<file path="config.mk">
export PLATFORM = sky130hd
export DESIGN_NAME = isa_dma_dac_flat
export DESIGN_NICKNAME = d
export VERILOG_FILES = /design/src/rtl/isa_dma_dac_pkg.sv /design/src/rtl/isa_dma_dac_if.sv /design/src/rtl/dac_fifo.sv /design/src/rtl/isa_dma_dac.sv /design/src/flat_wrapper.sv
export SDC_FILE = /design/constraint.sdc
export NUM_CORES = 1
export LEC_CHECK = 0
export CORE_ASPECT_RATIO = 0.5
export CORE_MARGIN = 1
export CORE_UTILIZATION = 55
export DETAILED_ROUTE_END_ITERATION = 16
export GPL_TIMING_DRIVEN = 0
export MAX_ROUTING_LAYER = met4
export PLACE_DENSITY_LB_ADDON = 0.12
export SYNTH_ARGS = -nofsm -noshare
export SYNTH_HDL_FRONTEND = slang
export SYNTH_HIERARCHICAL = 1
export SYNTH_SLANG_ARGS = --single-unit
</file>
<file path="constraint.sdc">
create_clock -name clock -period 8.9 [get_ports clock]
set_clock_uncertainty 0.15 [all_clocks]
set_input_delay 1.78 -clock clock [delete_from_list [all_inputs] [get_ports clock]]
set_output_delay 1.78 -clock clock [all_outputs]
set_load 0.02 [all_outputs]
</file>
<file path="src/rtl/isa_dma_dac_pkg.sv">
// Shared register map, bit positions and reset constants for the ISA DMA playback DAC.
package isa_dma_dac_pkg;

  localparam logic [2:0] REG_DATA    = 3'd0;
  localparam logic [2:0] REG_CTRL    = 3'd1;
  localparam logic [2:0] REG_RATE_LO = 3'd2;
  localparam logic [2:0] REG_RATE_HI = 3'd3;
  localparam logic [2:0] REG_STATUS  = 3'd4;

  localparam int unsigned CTRL_DMA_EN = 0;
  localparam int unsigned CTRL_IRQ_EN = 1;
  localparam int unsigned CTRL_PLAY   = 2;

  localparam int unsigned ST_EMPTY    = 0;
  localparam int unsigned ST_FULL     = 1;
  localparam int unsigned ST_TC       = 2;
  localparam int unsigned ST_UNDERRUN = 3;

  localparam logic [7:0]  SAMPLE_RESET = 8'h80;
  localparam logic [15:0] RATE_RESET   = 16'hFFFF;

endpackage

</file>
<file path="src/rtl/isa_dma_dac_if.sv">
// XT bus-side signal bundle between the chipset arbiter (master) and the DAC (slave).
interface isa_dma_dac_if;
  logic [19:0] address;
  logic [7:0]  internal_data_bus;
  logic        io_read_n;
  logic        io_write_n;
  logic        address_enable_n;
  logic        dma_acknowledge_n;
  logic        terminal_count_n;
  logic        dma_request;
  logic        interrupt_request;
  logic [7:0]  data_bus_out;
  logic        data_bus_out_valid;

  modport slave (
    input  address, internal_data_bus, io_read_n, io_write_n,
           address_enable_n, dma_acknowledge_n, terminal_count_n,
    output dma_request, interrupt_request, data_bus_out, data_bus_out_valid
  );

  modport master (
    output address, internal_data_bus, io_read_n, io_write_n,
           address_enable_n, dma_acknowledge_n, terminal_count_n,
    input  dma_request, interrupt_request, data_bus_out, data_bus_out_valid
  );
endinterface

</file>
<file path="src/rtl/dac_fifo.sv">
// Synchronous byte FIFO with occupancy count; pushes when full and pops when empty are ignored.
module dac_fifo #(
  parameter  int unsigned DEPTH = 16,
  localparam int unsigned AW    = $clog2(DEPTH),
  localparam int unsigned CW    = AW + 1
) (
  input  logic          clock,
  input  logic          reset_n,
  input  logic          push,
  input  logic          pop,
  input  logic [7:0]    wr_data,
  output logic [7:0]    rd_data,
  output logic [CW-1:0] count,
  output logic          empty,
  output logic          full
);
  logic [7:0]    mem [DEPTH];
  logic [AW-1:0] wr_ptr;
  logic [AW-1:0] rd_ptr;
  logic          do_push;
  logic          do_pop;

  assign empty   = (count == '0);
  assign full    = (count == CW'(DEPTH));
  assign do_push = push & ~full;
  assign do_pop  = pop & ~empty;
  assign rd_data = mem[rd_ptr];

  always_ff @(posedge clock) begin
    if (do_push) mem[wr_ptr] <= wr_data;
  end

  // Pointers wrap for free because DEPTH is a power of two.
  always_ff @(posedge clock or negedge reset_n) begin
    if (!reset_n) begin
      wr_ptr <= '0;
      rd_ptr <= '0;
      count  <= '0;
    end else begin
      if (do_push) wr_ptr <= wr_ptr + 1'b1;
      if (do_pop)  rd_ptr <= rd_ptr + 1'b1;
      count <= count + CW'(do_push) - CW'(do_pop);
    end
  end
endmodule

</file>
<file path="src/rtl/isa_dma_dac.sv">
// DMA-fed 8-bit playback DAC on the XT bus: register file, rate timer and FIFO drain.
// Optional IRQ support is built when PCXT_DAC_IRQ_EN is defined.
module isa_dma_dac
  import isa_dma_dac_pkg::*;
#(
  parameter logic [15:0] BASE_PORT  = 16'h0300,
  parameter int unsigned FIFO_DEPTH = 16
) (
  input  logic             clock,
  input  logic             reset_n,
  isa_dma_dac_if.slave     bus,
  output logic [7:0]       sample_out
);
  localparam int unsigned CW = $clog2(FIFO_DEPTH) + 1;

`ifdef PCXT_DAC_IRQ_EN
  localparam logic [2:0] CTRL_MASK = 3'b111;
`else
  localparam logic [2:0] CTRL_MASK = 3'b101;
`endif

  logic          wr_prev;
  logic          wr_fall;
  logic          cpu_sel;
  logic          cpu_wr;
  logic          dma_wr;
  logic          push;
  logic          pop_evt;
  logic [2:0]    offset;
  logic [7:0]    wdata;
  logic [2:0]    ctrl;
  logic [15:0]   rate;
  logic [15:0]   rate_cnt;
  logic          tc_flag;
  logic          underrun;
  logic [7:0]    read_val;
  logic [7:0]    fifo_head;
  logic [CW-1:0] fifo_count;
  logic          fifo_empty;
  logic          fifo_full;
  logic          unused_addr_hi;

  assign unused_addr_hi = ^bus.address[19:16];

  assign wr_fall = wr_prev & ~bus.io_write_n;
  assign cpu_sel = ~bus.address_enable_n & bus.dma_acknowledge_n &
                   (bus.address[15:3] == BASE_PORT[15:3]);
  assign offset  = bus.address[2:0];
  assign wdata   = bus.internal_data_bus;
  assign cpu_wr  = cpu_sel & wr_fall;
  assign dma_wr  = ~bus.dma_acknowledge_n & wr_fall;
  assign push    = dma_wr | (cpu_wr & (offset == REG_DATA));
  assign pop_evt = ctrl[CTRL_PLAY] & (rate_cnt == '0);

  dac_fifo #(.DEPTH(FIFO_DEPTH)) u_fifo (
    .clock   (clock),
    .reset_n (reset_n),
    .push    (push),
    .pop     (pop_evt),
    .wr_data (wdata),
    .rd_data (fifo_head),
    .count   (fifo_count),
    .empty   (fifo_empty),
    .full    (fifo_full)
  );

  always_ff @(posedge clock or negedge reset_n) begin
    if (!reset_n) begin
      wr_prev    <= 1'b1;
      ctrl       <= '0;
      rate       <= RATE_RESET;
      rate_cnt   <= RATE_RESET;
      tc_flag    <= 1'b0;
      underrun   <= 1'b0;
      sample_out <= SAMPLE_RESET;
    end else begin
      wr_prev <= bus.io_write_n;
      if (cpu_wr) begin
        case (offset)
          REG_CTRL:    ctrl       <= wdata[2:0] & CTRL_MASK;
          REG_RATE_LO: rate[7:0]  <= wdata;
          REG_RATE_HI: rate[15:8] <= wdata;
          REG_STATUS: begin
            if (wdata[ST_TC])       tc_flag  <= 1'b0;
            if (wdata[ST_UNDERRUN]) underrun <= 1'b0;
          end
          default: ;
        endcase
      end
      if (dma_wr && !bus.terminal_count_n) begin
        tc_flag           <= 1'b1;
        ctrl[CTRL_DMA_EN] <= 1'b0;
      end
      // RATE_HI reload uses the freshly written high byte with the current low byte.
      if (cpu_wr && offset == REG_RATE_HI)
        rate_cnt <= {wdata, rate[7:0]};
      else if (!ctrl[CTRL_PLAY] || rate_cnt == '0)
        rate_cnt <= rate;
      else
        rate_cnt <= rate_cnt - 1'b1;
      // Underrun set is placed after the STATUS clear so a coincident set wins.
      if (pop_evt) begin
        if (fifo_empty) underrun   <= 1'b1;
        else            sample_out <= fifo_head;
      end
    end
  end

  always_comb begin
    read_val = '0;
    case (offset)
      REG_DATA:    read_val = 8'(fifo_count);
      REG_CTRL:    read_val = {5'b0, ctrl};
      REG_RATE_LO: read_val = rate[7:0];
      REG_RATE_HI: read_val = rate[15:8];
      REG_STATUS:  read_val = {4'b0, underrun, tc_flag, fifo_full, fifo_empty};
      default:     read_val = '0;
    endcase
  end

  assign bus.data_bus_out_valid = cpu_sel & ~bus.io_read_n;
  assign bus.data_bus_out       = bus.data_bus_out_valid ? read_val : '0;
  assign bus.dma_request        = ctrl[CTRL_DMA_EN] & (fifo_count <= CW'(FIFO_DEPTH - 2));

`ifdef PCXT_DAC_IRQ_EN
  assign bus.interrupt_request = ctrl[CTRL_IRQ_EN] & (tc_flag | underrun);
`else
  assign bus.interrupt_request = 1'b0;
`endif

endmodule
</file>
<file path="src/flat_wrapper.sv">
// flat-port wrapper written by rule: the top's interface ports become plain ports
module isa_dma_dac_flat import isa_dma_dac_pkg::*;
#(
  parameter logic [15:0] BASE_PORT  = 16'h0300,
  parameter int unsigned FIFO_DEPTH = 16
)
  (clock, reset_n, sample_out, bus_address, bus_internal_data_bus, bus_io_read_n, bus_io_write_n, bus_address_enable_n, bus_dma_acknowledge_n, bus_terminal_count_n, bus_dma_request, bus_interrupt_request, bus_data_bus_out, bus_data_bus_out_valid);
  isa_dma_dac_if bus_i ();
  input  logic clock;
  input  logic reset_n;
  output logic [7:0] sample_out;
  input wire logic [$bits(bus_i.address)-1:0] bus_address;
  input wire logic [$bits(bus_i.internal_data_bus)-1:0] bus_internal_data_bus;
  input wire logic [$bits(bus_i.io_read_n)-1:0] bus_io_read_n;
  input wire logic [$bits(bus_i.io_write_n)-1:0] bus_io_write_n;
  input wire logic [$bits(bus_i.address_enable_n)-1:0] bus_address_enable_n;
  input wire logic [$bits(bus_i.dma_acknowledge_n)-1:0] bus_dma_acknowledge_n;
  input wire logic [$bits(bus_i.terminal_count_n)-1:0] bus_terminal_count_n;
  output wire logic [$bits(bus_i.dma_request)-1:0] bus_dma_request;
  output wire logic [$bits(bus_i.interrupt_request)-1:0] bus_interrupt_request;
  output wire logic [$bits(bus_i.data_bus_out)-1:0] bus_data_bus_out;
  output wire logic [$bits(bus_i.data_bus_out_valid)-1:0] bus_data_bus_out_valid;
  assign bus_i.address = bus_address;
  assign bus_i.internal_data_bus = bus_internal_data_bus;
  assign bus_i.io_read_n = bus_io_read_n;
  assign bus_i.io_write_n = bus_io_write_n;
  assign bus_i.address_enable_n = bus_address_enable_n;
  assign bus_i.dma_acknowledge_n = bus_dma_acknowledge_n;
  assign bus_i.terminal_count_n = bus_terminal_count_n;
  assign bus_dma_request = bus_i.dma_request;
  assign bus_interrupt_request = bus_i.interrupt_request;
  assign bus_data_bus_out = bus_i.data_bus_out;
  assign bus_data_bus_out_valid = bus_i.data_bus_out_valid;
  isa_dma_dac #(.BASE_PORT(BASE_PORT), .FIFO_DEPTH(FIFO_DEPTH)) u_core (.clock(clock), .reset_n(reset_n), .bus(bus_i), .sample_out(sample_out));
endmodule
</file>
==> results.md, run 1 <==
- Outcome: completed
- Final hold violation count: 0
- Post-DRT Antenna Nets: 0
- Most used cell, CP: clkdlybuf4s50_1
- Synth area leader: edfxtp_1
- Via count: 4930
- Prevailing post-synth register cell: edfxtp_1
- GRT Total Usage: 24.8%
- Pwr Density: 203 nW/um^2
- Yosys top cell area share: 46.1%
- Hold-fix buffers, CTS: 0
- Die X: 176 microns
- CTS tree: done
- Post-synthesis sequential area ratio: 64.0%
- Hold WC Path Type: register to register
- Die ar.: 15700 sq um
- Critical Path AT: 4310 ps
- Crit path time final: 6240 ps
- Fin nets: 682
- Cell Count, Final, Fillers Out: 845
- Maximum vdd drop: 104 uV
- Clock Pin Slew Worst Setup and Hold Paths: 70 ps
- Fmax: 0.160 GHz
- Clk_lat worst skew: 420 ps
- Number of buffers created by CTS: 17
- Initial core utilization: 57.0%
- Maxcap violations: 0
- Asr flop ratio synth: 31.2%
- Vias per cell: 5.83
- Yosys reg bits: 186
- Distinct cell type count after synthesis: 54
- First-pass GRT wire length: 27100 microns
- WHS: 332 ps
- Share of layout cells above drive strength 1: 22.6%
- Leak pwr: 3.38 nW
- Syn Inst Count: 564
- Critical path's top delay family: simple AND/OR/NAND/NOR gates
- Number of global-route vias before repair: 4793
- # rows: 31
- Initial antenna violation count: 0
- Worst setup SP type: input port
- Final Max Slew Viols: 0
- Crit end category: output pin
- Area grow syn2layout: 16.4%
- CORE AREA: 14600 sq um
- Fin Setup TNS: 0 ps
- Worst-path cell chain: clkdlybuf4s50_1 -> nor4b_1 -> nand3_1 -> nor3b_1 -> nand2_1 -> nor3_1 -> clkdlybuf4s50_1
- RD Place Congestion: 0.833
- Count leader, synth: edfxtp_1
- Fin crit share: 70.1%
- PostCTS Resize Cnt: 0
- N_diodes: 0
- Slowest cell delay on critical path: 630 ps
- Height of the die: 89.1 microns
- TritonRoute pass-1 iters: 5
- Syn Area/Cell: 14.8 sq um
- Worst Max-Slew Pin Slew: 989 ps
- Critical Path RT: 6970 ps
- YS warnings: 6
- Number of setup buffers added after CTS: 0
- Crit path max fanout: 8
- Final setup viols: 0
- Clock Path Buffers: 2
- Setup Crit Path Kind: input port to output pin
- Synthesized area: 8340 sq um
- RSZ-0062 raised after global routing: no
- Drt wl/cell: 20.9 microns
- Root Driver: clkbuf_16
- Number of synthesized flops with an enable pin: 128
- Dpl hpwl: 12000 microns
- Clock Sinks: 186
- First DRT Iteration DRCs: 413
- Routed WL: 17700 microns
- GRT overflow: 0
- Largest net degree at the start of global routing: 41
- Top post-synthesis cells by area: edfxtp_1, dfstp_2, dfrtp_1, mux2i_1, mux4_2
- H-tree depth: 4
- Critical Path Slowest Stage Cell: clkdlybuf4s50_1
- Post-synth top cells: edfxtp_1, o21ai_0, mux2i_1, dfstp_2, nand2_1
- I/O Buffers: 46
- CP Buf/Inv Count: 2
- Worst slew margin: 33.8%
- Syn nets: 612
- Io pins: 54
- Placed cells: 813
- DR DRC count: 0
[sequential cells by signal, summed over array words and instances (netlist names)]
| register | flops |
|---|---|
| u_core/ctrl | 2 |
| u_core/rate | 16 |
| u_core/rate_cnt | 16 |
| u_core/sample_out | 8 |
| u_core/tc_flag | 1 |
| u_core/u_fifo/count | 5 |
| u_core/u_fifo/mem | 128 |
| u_core/u_fifo/rd_ptr | 4 |
| u_core/u_fifo/wr_ptr | 4 |
| u_core/underrun | 1 |
| u_core/wr_prev | 1 |
[kinds of logic after synthesis]
family	Yosys count	synth area share, %
flops	186	64.0
simple gates	125	8.64
compound gates	85	7.14
mux	78	12.0
buf+inv	53	3.66
xor+xnor	23	2.42
fa+ha+maj	13	2.04
other cells	1	0.0450
[area by class of cell]
| class | instances | area, sq um |
|---|---|---|
| Sequential cell | 186 | 5340 |
| Tap cell | 198 | 248 |
| Inverter | 24 | 90.1 |
| Clock inverter | 14 | 158 |
| Clock buffer | 18 | 429 |
| Timing Repair Buffer | 51 | 505 |
| Buffer | 29 | 215 |
| Fill cell | 1034 | 4920 |
| Multi-Input combinational cell | 325 | 2720 |
[per-stage QoR]
stage | power [mW] | util [%] | area (sq um) | setup slack, ps
floorplan | 1.16 | - | 8340 | 3140
global placement | 1.23 | 61.9 | 9040 | 2660
detailed placement | 1.24 | 62.3 | 9110 | 2630
CTS | 1.98 | 66.3 | 9700 | 2620
global route | 2.04 | 66.3 | 9700 | 2340
finish | 1.97 | 66.3 | 9700 | 2660
[per-layer routing]
metal | share of wire, % | GRT usage, % | wire (microns)
met3 | 4.5 | 3.53 | 796
met5 | 0 | - | 0
met4 | 1.2 | 7.98 | 217
met1 | 48 | 34.7 | 8500
met2 | 46 | 38.0 | 8190
[worst register-to-register path, stage by stage, from the launching register on]
cell      delay (ps)
dfstp_2          390
inv_1             50
ha_1             170
nor3b_2          540
nand4_1          220
nor3_1           170
nor2b_1          150
clkbuf_1         320
ha_1             180
inv_1             40
ha_1             200
fa_1             400
a21oi_1          160
nor2_1            50
nor2_1           110
xnor2_1          120
[final timing paths]
check	from	endpoint	slack, ps	cells after the start
max	bus_address_enable_n	bus_data_bus_out[4]	2660	7
max reg2reg	u_core/rate_cnt[0]$_DFF_PN1_	u_core/u_fifo/count[4]$_DFF_PN0_	5400	15
min	u_core/tc_flag$_DFFE_PN0P_	u_core/tc_flag$_DFFE_PN0P_	330	1
max in group asynchronous	reset_n	u_core/rate[6]$_DFFE_PN1P_	6760	2
min in group asynchronous	reset_n	u_core/sample_out[5]$_DFFE_PN0P_	1170	1
min reg2reg	u_core/tc_flag$_DFFE_PN0P_	u_core/tc_flag$_DFFE_PN0P_	330	1
[cell usage in the layout (no fill, tap or decap), drive strengths merged, types with 16 or more instances in the layout]
| master | n |
|---|---|
| mux2 | 17 |
| nor2 | 24 |
| inv | 32 |
| clkbuf | 27 |
| nand2 | 32 |
| mux4 | 16 |
| a221oi | 18 |
| xnor2 | 18 |
| clkdlybuf4s50 | 45 |
| dfstp | 34 |
| dfrtp | 24 |
| edfxtp | 128 |
| o21ai | 46 |
| mux2i | 45 |
| buf | 26 |
[power by group]
part	leakage (nW)	internal, mW	switching (mW)
clock	0.281	0.379	0.363
combinational	1.29	0.0864	0.120
sequential	1.81	0.978	0.0412
Power figures use the tool's default switching activity.
==> run 2: changes to the inputs <==
--- a/config.mk
+++ b/config.mk
@@ -7,7 +7,7 @@
 export LEC_CHECK = 0
 export CORE_ASPECT_RATIO = 0.5
 export CORE_MARGIN = 1
-export CORE_UTILIZATION = 55
+export CORE_UTILIZATION = 53
 export DETAILED_ROUTE_END_ITERATION = 16
 export GPL_TIMING_DRIVEN = 0
 export MAX_ROUTING_LAYER = met4
==> constraint.sdc (replaced) <==
create_clock -name clock -period 5.25 [get_ports clock]
set_clock_uncertainty 0.15 [all_clocks]
set_input_delay 1.05 -clock clock [delete_from_list [all_inputs] [get_ports clock]]
set_output_delay 1.05 -clock clock [all_outputs]
set_load 0.02 [all_outputs]
==> run 2 against run 1 <==
Cell count did not move. Sequential cell count did not move. Clock power rose by 75%. Sequential share of layout area fell by 0.064 points. Utilization fell by 1.1 points. Total power rose by 71%. Critical path depth did not move. Combinational power rose by 68%. Global-route usage fell by 0.12 points. Count of clock-buffer cells in the layout did not move. First-iteration DRC count fell by 7.3%. Worst hold slack improved by 11 ps. Highest routed layer unchanged.
==> results.md, run 2 (same netlist as run 1, synthesis figures left out) <==
- Outcome: completed
- First-pass GRT wire length: 28400 microns (+4.7%)
- Most frequent cells in the layout: edfxtp_1, o21ai_0, clkdlybuf4s50_1, mux2i_1, dfstp_2
- Fin Setup TNS: 0 ps (unchanged)
- Dpl hpwl: 12200 microns (+1.3%)
- Most common cell after layout, fill and taps aside: edfxtp_1
- Clock Path Buffers: 2 (unchanged)
- Drt wl/cell: 21.1 microns (+0.68%)
- Fin crit share: 90.1%
- Top Usage Layer GRT: met2
- Setup Crit Path Kind: input port to output pin
- I/O Buffers: 46 (unchanged)
- Initial antenna violation count: 0 (unchanged)
- Pwr Density: 347 nW/um^2 (+71%)
- H-tree depth: 4 (unchanged)
- Hold-fix buffers, CTS: 0 (unchanged)
- TritonRoute pass-1 iters: 11 (+6)
- GRT overflow: 0 (unchanged)
- Max reg flops: 128 (unchanged)
- Number of setup buffers added after CTS: 0 (unchanged)
- Clock Sinks: 186 (unchanged)
- Final Max Slew Viols: 0 (unchanged)
- Number of global-route vias before repair: 5012 (+4.6%)
- Crit path max fanout: 8 (unchanged)
- Die ar.: 16300 sq um (+3.7%)
- Number of buffers created by CTS: 17 (unchanged)
- RSZ-0062 raised after global routing: no
- Largest net degree at the start of global routing: 33 (-20%)
- Crit path time final: 4730 ps
- Critical Path RT: 4050 ps (-2920 ps)
- Worst slew margin: 34.1% (+0.29 points)
- Initial core utilization: 56.0% (-1.0 points)
- Met1 Use GR: 34.5% (-0.23 points)
- Maxcap violations: 0 (unchanged)
- Met2 GRT Util: 36.9% (-1.2 points)
- Fin nets: 682 (unchanged)
- Final setup viols: 0 (unchanged)
- Share of layout cells above drive strength 1: 22.7% (+0.15 points)
- DR DRC count: 0 (unchanged)
- Vias per cell: 5.88 (+0.79%)
- Met3 Track Usage GR: 5.26% (+1.7 points)
- Fmax: 0.211 GHz
- Routed WL: 17800 microns (+0.68%)
- Final hold violation count: 0 (unchanged)
- Height of the die: 90.7 microns (+1.8%)
- Largest Register: u_core/u_fifo/mem
- First DRT Iteration DRCs: 383 (-7.3%)
- Biggest regs: u_core/u_fifo/mem: 128 flops, u_core/rate: 16 flops, u_core/rate_cnt: 16 flops
- Clk_lat worst skew: 430 ps (about the same)
- Maximum vdd drop: 203 uV (+95%)
- PostCTS Resize Cnt: 0 (unchanged)
- Worst setup SP type: input port
- Area grow syn2layout: 16.5%
- # rows: 31 (unchanged)
- Crit end category: output pin
- Die X: 179 microns (+1.8%)
- Root Driver: clkbuf_16
- Post-DRT Antenna Nets: 0 (unchanged)
- Via count: 4969 (+0.79%)
- N_diodes: 0 (unchanged)
- RD Place Congestion: 0.823 (-1.2%)
- WHS: 343 ps (+10.8 ps)
- Leak pwr: 3.40 nW (+0.55%)
- Io pins: 54 (unchanged)
- Worst Max-Slew Pin Slew: 985 ps (-4.28 ps)
- CTS tree: done
- Critical Path AT: 3530 ps (-780 ps)
- Clock Pin Slew Worst Setup and Hold Paths: 60 ps (about the same)
- CORE AREA: 14900 sq um (+1.9%)
- Hold WC Path Type: register to register
- GRT Total Usage: 24.7% (-0.12 points)
run 2: cell count changes in the layout (fill, tap and decap cells not counted):
cell,delta
inv_8,-4
clkinv_2,+3
clkinv_8,-3
inv_6,+3
bufinv_16,+2
clkinvlp_4,-2
clkbuf_1,-1
clkbuf_8,+1
clkinv_4,+1
run 2: path summary, 6_finish.rpt:
kind	from	endpoint	slack (ps)	depth (start not counted)
min in group asynchronous	reset_n	u_core/sample_out[5]$_DFFE_PN0P_	530	1
min reg2reg	u_core/tc_flag$_DFFE_PN0P_	u_core/tc_flag$_DFFE_PN0P_	340	1
max reg2reg	u_core/rate_cnt[0]$_DFF_PN1_	u_core/u_fifo/count[4]$_DFF_PN0_	1750	15
min	u_core/tc_flag$_DFFE_PN0P_	u_core/tc_flag$_DFFE_PN0P_	340	1
max	bus_address[10]	bus_data_bus_out[4]	520	7
max in group asynchronous	reset_n	u_core/rate[10]$_DFFE_PN1P_	3730	2
run 2: per-stage QoR:
stage	power, mW	util (%)	cells	area, sq um	worst slack, ps
2_1_floorplan	1.97	-	564	8340	952
4_1_cts	3.40	65.2	845	9710	521
3_5_place_dp	2.11	61.2	813	9110	521
3_3_place_gp	2.08	60.7	808	9040	342
5_1_grt	3.51	65.2	845	9710	198
6_report	3.37	65.2	845	9710	518
run 2: critical path, stage by stage:
cell	delay [ps]
clkdlybuf4s50_1	400
nor4b_1	480
nand3_1	230
nor3b_1	280
nand2_1	210
nor3_1	230
clkdlybuf4s50_1	640
run 2: final cells by class:
class / instances / area, sq um
clock inverter: 14 / 159
clock buffer: 18 / 439
tap: 198 / 248
timing repair buffer: 51 / 505
buffer: 29 / 215
fill: 1068 / 5180
multi-input combinational: 325 / 2720
sequential: 186 / 5340
inverter: 24 / 90.1
run 2: routing by layer:
| metal | part of all wire [%] | routed length [microns] |
|---|---|---|
| met4 | 1.2 | 222 |
| met5 | 0 | 0 |
| met2 | 46 | 8250 |
| met1 | 47 | 8420 |
| met3 | 5.2 | 918 |
run 2: report_power, final:
part,switching [mW],internal [mW]
clock,0.568,0.728
sequential,0.0686,1.66
combinational,0.201,0.146
